File: src/rtl/sync_tracker.sv
// -----------------------------------------------------------------------------
// sync_tracker
//
// Turns raw HSync/VSync (either polarity) into a 1-clock-delayed copy of the
// syncs plus aligned column/row counters, line/frame start strobes, an
// active-video flag and a lock indication. A small lock FSM compares the
// spacing of VSync leading edges against TOTAL_COLS*TOTAL_ROWS and reports
// violations as single-cycle error pulses.
//
// Ports:
//   i_Clk          pixel clock, everything on posedge
//   i_Reset        synchronous, active-high reset
//   i_HSync        raw horizontal sync (only delayed, never used for counting)
//   i_VSync        raw vertical sync; its asserting edge is the frame start
//   o_HSync        i_HSync delayed one clock, raw polarity
//   o_VSync        i_VSync delayed one clock, raw polarity
//   o_Col_Count    column position aligned with o_HSync/o_VSync
//   o_Row_Count    row position aligned with o_HSync/o_VSync
//   o_Line_Start   high while o_Col_Count == 0
//   o_Frame_Start  high while o_Col_Count == 0 and o_Row_Count == 0
//   o_Active       high while locked and inside the visible window
//   o_Locked       lock FSM is in LOCKED
//   o_Sync_Err     one-cycle pulse on a frame-length violation
//   o_Err_Count    (only with SYNC_TRACKER_ERR_CNT_EN) saturating error count
//
// Optional feature macro: SYNC_TRACKER_ERR_CNT_EN adds the 8-bit o_Err_Count
// port, which counts o_Sync_Err events, saturates at 255 and is cleared only
// by i_Reset.
//
// Handshake: none; this is a free-running streaming block, one pixel per clock.
//
// The FSM state is held in state_q (type state_e) for hierarchical probing.
// -----------------------------------------------------------------------------
module sync_tracker #(
   parameter int TOTAL_COLS       = 800,
   parameter int TOTAL_ROWS       = 525,
   parameter int ACTIVE_COLS      = 640,
   parameter int ACTIVE_ROWS      = 480,
   parameter bit SYNC_ACTIVE_HIGH = 1'b1,
   parameter int LOCK_FRAMES      = 2
) (
   input  logic                          i_Clk,
   input  logic                          i_Reset,
   input  logic                          i_HSync,
   input  logic                          i_VSync,
   output logic                          o_HSync,
   output logic                          o_VSync,
   output logic [$clog2(TOTAL_COLS)-1:0] o_Col_Count,
   output logic [$clog2(TOTAL_ROWS)-1:0] o_Row_Count,
   output logic                          o_Line_Start,
   output logic                          o_Frame_Start,
   output logic                          o_Active,
   output logic                          o_Locked,
   output logic                          o_Sync_Err
`ifdef SYNC_TRACKER_ERR_CNT_EN
   ,
   output logic [7:0]                    o_Err_Count
`endif
);

   localparam int COL_W = $clog2(TOTAL_COLS);
   localparam int ROW_W = $clog2(TOTAL_ROWS);

   localparam logic [COL_W-1:0] COL_LAST = COL_W'(TOTAL_COLS - 1);
   localparam logic [ROW_W-1:0] ROW_LAST = ROW_W'(TOTAL_ROWS - 1);
   // One extra bit so ACTIVE_* == 2**W still fits.
   localparam logic [COL_W:0]   COL_ACT  = (COL_W + 1)'(ACTIVE_COLS);
   localparam logic [ROW_W:0]   ROW_ACT  = (ROW_W + 1)'(ACTIVE_ROWS);
   localparam logic [3:0]       LOCK_N   = 4'(LOCK_FRAMES);

   typedef enum logic [1:0] {
      ST_SEARCH = 2'd0,
      ST_CHECK  = 2'd1,
      ST_LOCKED = 2'd2
   } state_e;

   state_e             state_q, state_d;
   logic [3:0]         good_q, good_d;
   logic [COL_W-1:0]   col_q, col_d;
   logic [ROW_W-1:0]   row_q, row_d;
   logic               hsync_q, vsync_q;
   logic               vn_prev_q;
   logic               err_q, err_d;

   logic               vn;
   logic               fs;
   logic               at_end;

   // Internally VSync is always treated as active-high.
   assign vn     = SYNC_ACTIVE_HIGH ? i_VSync : ~i_VSync;
   assign fs     = vn & ~vn_prev_q;
   assign at_end = (col_q == COL_LAST) && (row_q == ROW_LAST);

   // Counters free-run in every state; FS realigns them. Without FS the
   // natural wrap at END is the flywheel back to (0,0).
   always_comb begin
      col_d = col_q;
      row_d = row_q;
      if (fs) begin
         col_d = '0;
         row_d = '0;
      end else if (col_q == COL_LAST) begin
         col_d = '0;
         row_d = (row_q == ROW_LAST) ? '0 : row_q + 1'b1;
      end else begin
         col_d = col_q + 1'b1;
      end
   end

   always_comb begin
      state_d = state_q;
      good_d  = good_q;
      err_d   = 1'b0;
      unique case (state_q)
         ST_SEARCH: begin
            if (fs) begin
               state_d = ST_CHECK;
               good_d  = '0;
            end
         end
         ST_CHECK: begin
            if (fs && at_end) begin
               if ((good_q + 4'd1) == LOCK_N) begin
                  state_d = ST_LOCKED;
                  good_d  = '0;
               end else begin
                  good_d  = good_q + 4'd1;
               end
            end else if (fs) begin
               err_d   = 1'b1;
               good_d  = '0;
            end else if (at_end) begin
               err_d   = 1'b1;
               state_d = ST_SEARCH;
               good_d  = '0;
            end
         end
         ST_LOCKED: begin
            if (fs && !at_end) begin
               err_d   = 1'b1;
               state_d = ST_CHECK;
               good_d  = '0;
            end else if (!fs && at_end) begin
               err_d   = 1'b1;
               state_d = ST_SEARCH;
               good_d  = '0;
            end
         end
         default: begin
            state_d = ST_SEARCH;
            good_d  = '0;
         end
      endcase
   end

   always_ff @(posedge i_Clk) begin
      if (i_Reset) begin
         hsync_q   <= 1'b0;
         vsync_q   <= 1'b0;
         // Loading the live level means a VSync held through reset is not
         // mistaken for a fresh edge on release.
         vn_prev_q <= vn;
         col_q     <= '0;
         row_q     <= '0;
         state_q   <= ST_SEARCH;
         good_q    <= '0;
         err_q     <= 1'b0;
      end else begin
         hsync_q   <= i_HSync;
         vsync_q   <= i_VSync;
         vn_prev_q <= vn;
         col_q     <= col_d;
         row_q     <= row_d;
         state_q   <= state_d;
         good_q    <= good_d;
         err_q     <= err_d;
      end
   end

   assign o_HSync       = hsync_q;
   assign o_VSync       = vsync_q;
   assign o_Col_Count   = col_q;
   assign o_Row_Count   = row_q;
   assign o_Locked      = (state_q == ST_LOCKED);
   assign o_Sync_Err    = err_q;
   // Strobes are held low while reset is asserted even though counts sit at 0.
   assign o_Line_Start  = ~i_Reset & (col_q == '0);
   assign o_Frame_Start = ~i_Reset & (col_q == '0) & (row_q == '0);
   assign o_Active      = o_Locked & ({1'b0, col_q} < COL_ACT) & ({1'b0, row_q} < ROW_ACT);

`ifdef SYNC_TRACKER_ERR_CNT_EN
   logic [7:0] err_cnt_q;

   // Counts on err_d so the count steps in the same cycle o_Sync_Err rises.
   always_ff @(posedge i_Clk) begin
      if (i_Reset) begin
         err_cnt_q <= '0;
      end else if (err_d && (err_cnt_q != 8'hFF)) begin
         err_cnt_q <= err_cnt_q + 8'd1;
      end
   end

   assign o_Err_Count = err_cnt_q;
`endif

endmodule

File: config.mk
export PLATFORM = sky130hd
export DESIGN_NAME = sync_tracker
export DESIGN_NICKNAME = d
export VERILOG_FILES = /design/src/rtl/sync_tracker.sv
export SDC_FILE = /design/constraint.sdc
export NUM_CORES = 1
export LEC_CHECK = 0
export BUFFER_PORTS_ARGS = -buffer_cell sky130_fd_sc_hd__buf_4
export CAP_MARGIN = 20
export CORE_MARGIN = 2
export CORE_UTILIZATION = 38
export DETAILED_ROUTE_END_ITERATION = 7
export GPL_TIMING_DRIVEN = 0
export PLACE_DENSITY_LB_ADDON = 0.15
export SKIP_LAST_GASP = 1
export SYNTH_ARGS = -nofsm -noshare
export SYNTH_HDL_FRONTEND = slang
export SYNTH_SLANG_ARGS = --single-unit
File: constraint.sdc
create_clock -name i_Clk -period 3.7 [get_ports i_Clk]
set_input_delay 0.185 -clock i_Clk [delete_from_list [all_inputs] [get_ports i_Clk]]
set_output_delay 0.185 -clock i_Clk [all_outputs]
set_load 0.01 [all_outputs]
# --- After elaboration in Yosys (flattened, before gate mapping) ---
# Cells that the tools add are included.
totals:
  output_inout_bits: 27
  ff_bits: 30
op_classes:
  mux: 23
  add_sub_neg: 3
  n_lt_le_gt_ge: 2
  n_reduce_logical: 13
  n_bitwise: 7
  eq_ne: 11
op_table:
  columns: ["op", "n"]
  rows:
  - ["$mux 4", 7]
  - ["$add 10x1->10 const B", 2]
  - ["$eq 10x10->1 const B", 2]
  - ["$logic_not 10->1", 2]
  - ["$mux 2", 7]
  - ["$pmux 4 s3", 1]
  - ["$lt 10x10->1 const B", 1]
  - ["$lt 10x9->1 const B", 1]
  - ["$mux 10", 1]
  - ["$ne 3x3->1 const B", 3]
  - ["$pmux 2 s3", 1]
  - ["$and 1x1->1", 5]
  - ["$mux 1", 5]
  - ["$reduce_and 5->1", 1]
  - ["$add 4x1->4 const B", 1]
  - ["$eq 4x2->1 const B", 1]
  - ["$logic_and 1x1->1", 4]
  - ["$ne 4x4->1 const B", 1]
  - ["$ne 3x1->1 const B", 1]
  - ["$reduce_and 3->1", 1]
  - ["$reduce_or 3->1", 1]
  - ["$eq 2x1->1 const B", 1]
  - ["$eq 2x2->1 const B", 1]
  - ["$logic_not 1->1", 2]
  - ["5 further kinds", 6]

# --- Logic depth before layout (Yosys ltp) ---
# Gate-level depths: netlist (run 1).
depth:
  depth_word: 7
  mapped_depth: 12
  mapped_depth_nobuf: 12

# --- Worst setup path before layout (run 1) ---
# No wires, ideal clock.
synth_timing:
  path_type: "reg2reg"
  startpoint: "reg col_q[0], in the netlist o_Col_Count[0]"
  endpoint: "reg state_q[0]"
  stages_incl_launch_ff: 12
  arrival_ns: 2.440
  setup_slack_ns: 1.189
  required_ns: 3.630
  n_path_buf: 0
  path_cell_list: "dfxtp_1 ha_1 nand4_2 nor4_1 nand3b_1 inv_1 ha_1 nor2_1 a22oi_1 a21bo_2 or4_1 a21oi_1"
synth_via:
  elab_chain_cells: 6
synth_lines:
  columns: ["element", "line_no", "text"]
  rows:
  - ["start: declaration", "79", "logic [COL_W-1:0] col_q, col_d;"]
  - ["start signal: assignment", "172", "col_q <= col_d;"]
  - ["$eq 10x10->1 *", "92", "assign at_end = (col_q == COL_LAST) && (row_q == ROW_LAST);"]
  - ["$logic_and 1x1->1 *", "92", null]
  - ["$logic_not 1->1", "139", "if (fs && !at_end) begin"]
  - ["$logic_and 1x1->1", "139", null]
  - ["$ne 3x1->1 (no line) / $mux 2 (equally long branches)", null, null]
  - ["$reduce_and 5->1 (no line) / $pmux 2 s3 (equally long branches)", null, null]
  - ["end signal: assignment", "174", "state_q <= state_d;"]
  - ["end: declaration", "77", "state_e state_q, state_d;"]
# Every way passes the cells marked *; elsewhere a longest branch is shown, timed or not.
# A chain may end at the register's enable or synchronous reset.

# --- Worst setup path in the final report (run 1) ---
layout_timing:
  startpoint: "reg col_q[0], in the netlist o_Col_Count[0]"
  endpoint: "reg good_q[3]"
layout_via:
  elab_chain_cells: 6
layout_lines:
  columns: ["element", "line_no", "text"]
  rows:
  - ["$eq 10x10->1 *", "92", null]
  - ["$logic_and 1x1->1 *", "92", null]
  - ["$logic_not 1->1", "139", null]
  - ["$logic_and 1x1->1", "139", null]
  - ["$ne 3x1->1 (no line) / $mux 4 (equally long branches)", null, null]
  - ["$reduce_and 3->1 (no line) / $pmux 4 s3 (equally long branches)", null, null]
  - ["end signal: assignment", "175", "good_q <= good_d;"]
  - ["end: declaration", "78", "logic [3:0] good_q, good_d;"]
# Marks and branches as above.

==> impl_results.md, run 1 <==
- Post-synth ARST share: 0
- Multiplexer area fraction after synthesis: 0
- Top_reg_cell synth: dfxtp_1
- Num ports: 31
- Core area: 0.004029 mm²
- I/O Buffers: 30
- Max_cap viols: 0
- F_max: 365.5 MHz
- LEAKAGE: 0.8646 nW
- Relative slew margins: 0.6350
- Synth Area in XOR/XNOR: 0.09282
- Overflow after GRT: 0
- Mapped cell area: 0.001604 mm²
- CP max FO: 8
- Post-Synth Simple-Gate Area: 0.3050
- Fin nets: 243
- Mean routed wirelength per cell: 11.92 µm
- CTS Buffer Depth: 2
- First-pass GRT wire length: 5478 µm
- Yosys warnings: 0
- Initial antenna violation count: 0
- Clock transition at the registers of the reported paths: 0.07 ns
- Area occupied by multi-input gates: 939.7 µm²
- Final Hold Vio Count: 0
- Post-route cell area: 0.002001 mm²
- H-tree levels: 2
- DR DRC count: 0
- Starting Density: 0.3981
- Skew-Pair Late Insertion Delay: 0.28 ns
- Status: finished clean
- CTS tree: done
- CP arrival: 2.94 ns
- Place WS: 0.9747 ns
- Rows: 23
- Final number of setup-violating endpoints: 0
- Worst setup margin: 0.9640 ns
- Dominant cells by area after synthesis: dfxtp_1 37%, ha_1 12%, xor2_1 6.6%
- Die area: 0.004757 mm²
- Routed WL: 3279 µm
- Drt first-iter violations: 41
- Fill cells: 436
- Final Power: 715.3 µW
- CP Class: reg2reg
- CP required: 3.90 ns
- Dpl cells: 267
- Cells after synthesis: 187
- Ant diodes: 0
- FF/Latch Area: 600.6 µm²
- Post-cts hold buffer count: 0
- Tmin final: 2.736 ns
- First-pass DRT Iterations: 4
- IR drop worst, VDD: 212.8 µV
- Placed inst area: 0.001892 mm²
- Fin. max-slew vios: 0
- Synth top area share: 0.3744
- Largest net degree at the start of global routing: 11
- Die Height: 68.97 µm
- HP Class: in2reg
- Post-synth EDFFs: 0
- Unique masters post-synth: 31
- Most common library cells after synthesis: 30 x dfxtp_1, 25 x nor2_1, 15 x ha_1
- Via-to-Cell Ratio: 4.953
- Total Routing Usage GR: 0.1544
- Die Width: 68.97 µm
- Pwr/cell area: 357.5 mW/mm²
- Count leader, synth: dfxtp_1
- Layout Area Growth over Synthesis: 24.73%
- Gpl congestion: 0.7571
- Vias in the first global route: 1239
- Share of layout cells above drive strength 1: 0.1911
- Clock Skews: 0.007696 ns
- Root Buffer: clkbuf_8
- Adder-Cell Fraction of Synth Area: 0.1170
- CP Capture Type: flip-flop
- Cell Count, Final, Fillers Out: 275
- Final core utilization: 0.4966
- Post-DRT Antenna Nets: 0
- Part of the Yosys area used for sequential elements: 0.3744
- Final HPWL DP: 2419 µm
- Mean Syn Cell Area: 8.578 µm²
- Worst-Margin Slew: 0.5426 ns
- Post-CTS Resized: 0
- Syn nets: 206
- Synthesized flop and latch total: 30
- Unrepaired setup endpoints after global routing: false
- WHS: 0.02242 ns
- Compound-gate portion of the synthesized area: 0.07098
- Fin crit share: 0.7395
- CP Launch Type: flip-flop
- Largest family of logic cells by synthesized area: simple AND/OR/NAND/NOR gates
- CTS buffer count: 5
- Largest area contributor in the netlist: dfxtp_1
- Clk sinks: 30
- Postcts setup bufs: 0
- Via count: 1362
- Fin Setup TNS: 0 ns
-- kinds of logic (layout without fill, tap and decap cells) --
logic type,after synthesis,after routing
fa+ha+maj,15,15
buf+inv,17,55
xor+xnor,17,17
compound gates,19,19
flops,30,30
simple gates,89,89
-- path summary, 6_finish.rpt --
kind | startpoint | end | slack [ns] | cells past startpoint
worst max-delay path | o_Col_Count[0] | good_q[3] | 0.96 | 11
worst min-delay path | i_VSync | vn_prev_q | 0.02 | 1
worst max register to register | o_Col_Count[0] | good_q[3] | 0.96 | 11
worst min register to register | o_Col_Count[0] | o_Col_Count[0] | 0.49 | 1
-- critical path, cell delays in order, from the launching register on --
cell and delay (ns):
dfxtp_1 0.40, ha_1 0.27, nand4_2 0.14, nor4_1 0.26, nand3b_1 0.19, inv_1 0.14, ha_1 0.16, nor2_1 0.04
a22oi_1 0.18, nand2_1 0.21, or4_1 0.53, a21oi_1 0.14
-- metal layers --
metal	GRT usage	part of all wire	vias up	wire, µm
met5	0	0	-	0
met4	0.05147	0.0052	0	17
met3	0.04870	0.039	2	129
met2	0.2512	0.47	24	1556
met1	0.1929	0.48	624	1576
li1	-	-	712	-
-- state kept, by name, indices dropped and copies added (netlist names) --
name         count
good_q           4
o_Col_Count     10
o_VSync          1
o_Row_Count     10
o_HSync          1
vn_prev_q        1
state_q          2
o_Sync_Err       1
-- cell type report --
type,count,share of cell area
repair buffers,30,0.1126
clock inverters,3,0.02001
inverters,13,0.02439
clock buffers,5,0.03440
multi-input cells,140,0.4697
flip-flops and latches,30,0.3002
well taps,50,0.03127
plain buffers,4,0.007505
-- cells in the final DEF (no fill, tap or decap), types with 4 or more instances in the layout --
| cell | n |
|---|---|
| dfxtp_1 | 30 |
| buf_4 | 30 |
| nor2_1 | 25 |
| ha_1 | 15 |
| nand2_1 | 14 |
| inv_1 | 13 |
| xor2_1 | 12 |
| and3_1 | 10 |
| a21oi_1 | 9 |
| nand3b_1 | 5 |
| xnor2_1 | 5 |
| clkbuf_8 | 5 |
| nand2b_1 | 4 |
| nor2b_1 | 4 |
| or4_1 | 4 |
| o21ai_0 | 4 |
| clkbuf_1 | 4 |
| nand3_1 | 4 |
| or3_1 | 4 |
| nand4_1 | 4 |
-- power by group --
group	total [mW]	switching (mW)	internal, mW
Sequential	0.334	0.00501	0.329
Clock	0.318	0.121	0.198
Combinational	0.0631	0.0361	0.0270
Power figures use the tool's default switching activity.
==> run 2, diff against run 1 <==
==> constraint.sdc (replaced) <==
create_clock -name i_Clk -period 2.6 [get_ports i_Clk]
set_input_delay 0.13 -clock i_Clk [delete_from_list [all_inputs] [get_ports i_Clk]]
set_output_delay 0.13 -clock i_Clk [all_outputs]
set_load 0.01 [all_outputs]
==> run 2 against run 1 <==
Fmax is 12% higher. Non-clock buffer count is 2 higher. Critical path depth is 1 lower. Clock power is 43% higher. Largest power group unchanged.
==> impl_results.md, run 2 (synthesized netlist as in run 1, its figures left out) <==
- CTS tree: done (unchanged)
- Commonest non-fill, non-tap cell in the layout: buf_4
- Total Routing Usage GR: 0.1544 (unchanged)
- Vias in the first global route: 1245 (was 1239)
- Drt first-iter violations: 43 (was 41)
- CTS Buffer Depth: 2 (unchanged)
- Final HPWL DP: 2419 µm (unchanged)
- First-pass GRT wire length: 5485 µm (was 5478 µm)
- Fin Setup TNS: 0 ns (unchanged)
- CP Capture Type: flip-flop (unchanged)
- Final Power: 1.026 mW (was 715.3 µW)
- Largest net degree at the start of global routing: 11 (unchanged)
- Via-to-Cell Ratio: 4.957 (was 4.953)
- Unrepaired setup endpoints after global routing: false (unchanged)
- H-tree levels: 2 (unchanged)
- Num ports: 31 (unchanged)
- CTS buffer count: 5 (unchanged)
- Skew-Pair Late Insertion Delay: 0.28 ns (about the same)
- Share of layout cells above drive strength 1: 0.2423 (was 0.1911)
- CP required: 2.80 ns (was 3.90 ns)
- Reg2Reg Launch Point: o_Row_Count[7] (was o_Col_Count[0])
- Rows: 23 (unchanged)
- Most frequent cells in the layout: 31 x buf_4, 25 x nor2_1, 25 x dfxtp_1 (was 30 x dfxtp_1, 30 x buf_4, 25 x nor2_1)
- Fill cells: 424 (was 436)
- Layout Area Growth over Synthesis: 29.25% (was 24.73%)
- Final Hold Vio Count: 0 (unchanged)
- Status: finished clean (unchanged)
- Die Height: 68.97 µm (unchanged)
- Clock transition at the registers of the reported paths: 0.06 ns (was 0.07 ns)
- Post-DRT Antenna Nets: 0 (unchanged)
- First-pass DRT Iterations: 4 (unchanged)
- CP arrival: 2.65 ns (was 2.94 ns)
- LEAKAGE: 0.8799 nW (was 0.8646 nW)
- Pwr/cell area: 495.1 mW/mm² (was 357.5 mW/mm²)
- Fin. max-slew vios: 0 (unchanged)
- Fin nets: 245 (was 243)
- Die Width: 68.97 µm (unchanged)
- F_max: 409.2 MHz (was 365.5 MHz)
- Max_cap viols: 0 (unchanged)
- FF/Latch Area: 609.3 µm² (was 600.6 µm²)
- Relative slew margins: 0.6307 (was 0.6350)
- CP Class: reg2reg (unchanged)
- HP Class: in2reg (unchanged)
- Core area: 0.004029 mm² (unchanged)
- Tmin final: 2.444 ns (was 2.736 ns)
- Die area: 0.004757 mm² (unchanged)
- CP Launch Type: flip-flop (unchanged)
- Worst-Margin Slew: 0.5488 ns (was 0.5426 ns)
- Mean routed wirelength per cell: 12.24 µm (was 11.92 µm)
- IR drop worst, VDD: 304.1 µV (was 212.8 µV)
- Routed WL: 3390 µm (was 3279 µm)
- CP max FO: 4 (was 8)
- Starting Density: 0.3981 (unchanged)
- Clk sinks: 30 (unchanged)
- Clock Skews: 0.007549 ns (was 0.007696 ns)
- I/O Buffers: 30 (unchanged)
- Fin crit share: 0.9399 (was 0.7395)
- Root Buffer: clkbuf_8 (unchanged)
- Final number of setup-violating endpoints: 0 (unchanged)
- Hold_sp: i_HSync (was i_VSync)
- Ant diodes: 0 (unchanged)
- Via count: 1373 (was 1362)
- DR DRC count: 0 (unchanged)
- Overflow after GRT: 0 (unchanged)
- Area occupied by multi-input gates: 985.9 µm² (was 939.7 µm²)
- Gpl congestion: 0.7571 (unchanged)
- Crit path from: o_Row_Count[7] (was o_Col_Count[0])
- Initial antenna violation count: 0 (unchanged)
run 2: routing by layer:
metal | vias to the layer above | GRT usage | routed length (µm)
li1 | 715 | - | -
met1 | 635 | 0.1919 | 1633
met2 | 21 | 0.2524 | 1616
met3 | 2 | 0.04870 | 122
met4 | 0 | 0.05147 | 17
met5 | - | 0 | 0
run 2: critical path, cell delays in order, from the launching register on:
cell and delay, ns:
dfxtp_1 0.36, nor4_4 0.33, and3_4 0.25, nand3b_1 0.10, inv_1 0.12, ha_1 0.16, nor2_1 0.05, a22oi_2 0.14
a21bo_2 0.26, or4_1 0.46, a21oi_1 0.13
run 2: area by class of cell:
type | instances | area share
Inverter | 13 | 0.02354
Multi-Input combinational cell | 140 | 0.4756
Sequential cell | 30 | 0.2939
Clock buffer | 5 | 0.03319
Timing Repair Buffer | 32 | 0.1171
Tap cell | 50 | 0.03017
Buffer | 4 | 0.007242
Clock inverter | 3 | 0.01931
run 2: what timing repair did:
item | CTS | global route
hold buffers | 1 | 0
pin swaps | 1 | 2
endpoints found under the hold margin | 1 | 0
resized for setup | 3 | 11
setup buffers | 1 | 0
setup endpoints to repair | 4 | 5
run 2: worst paths after layout:
kind | slack (ns) | cells past startpoint | end
min | 0.07 | 2 | o_HSync
max | 0.16 | 10 | state_q[0]
max reg2reg | 0.16 | 10 | state_q[0]
min reg2reg | 0.46 | 1 | o_Col_Count[0]
run 2: report_power, final:
part | internal, mW | total [mW] | switching, mW
Combinational | 0.0419 | 0.0948 | 0.0530
Clock | 0.282 | 0.455 | 0.174
Sequential | 0.468 | 0.476 | 0.00833
run 2: stage by stage:
stage	setup WS [ns]	util	instance area, µm²	hold WS, ns	cells
finish	0.1563	0.5146	2073	0.07014	277
floorplan	0.08940	-	1604	0.1577	187
global route	0.02234	0.5146	2073	0.07986	277
global placement	-0.1363	0.4696	1892	0.2526	267
CTS	0.007303	0.5025	2024	0.07025	277
detailed placement	-0.1253	0.4696	1892	0.2546	267
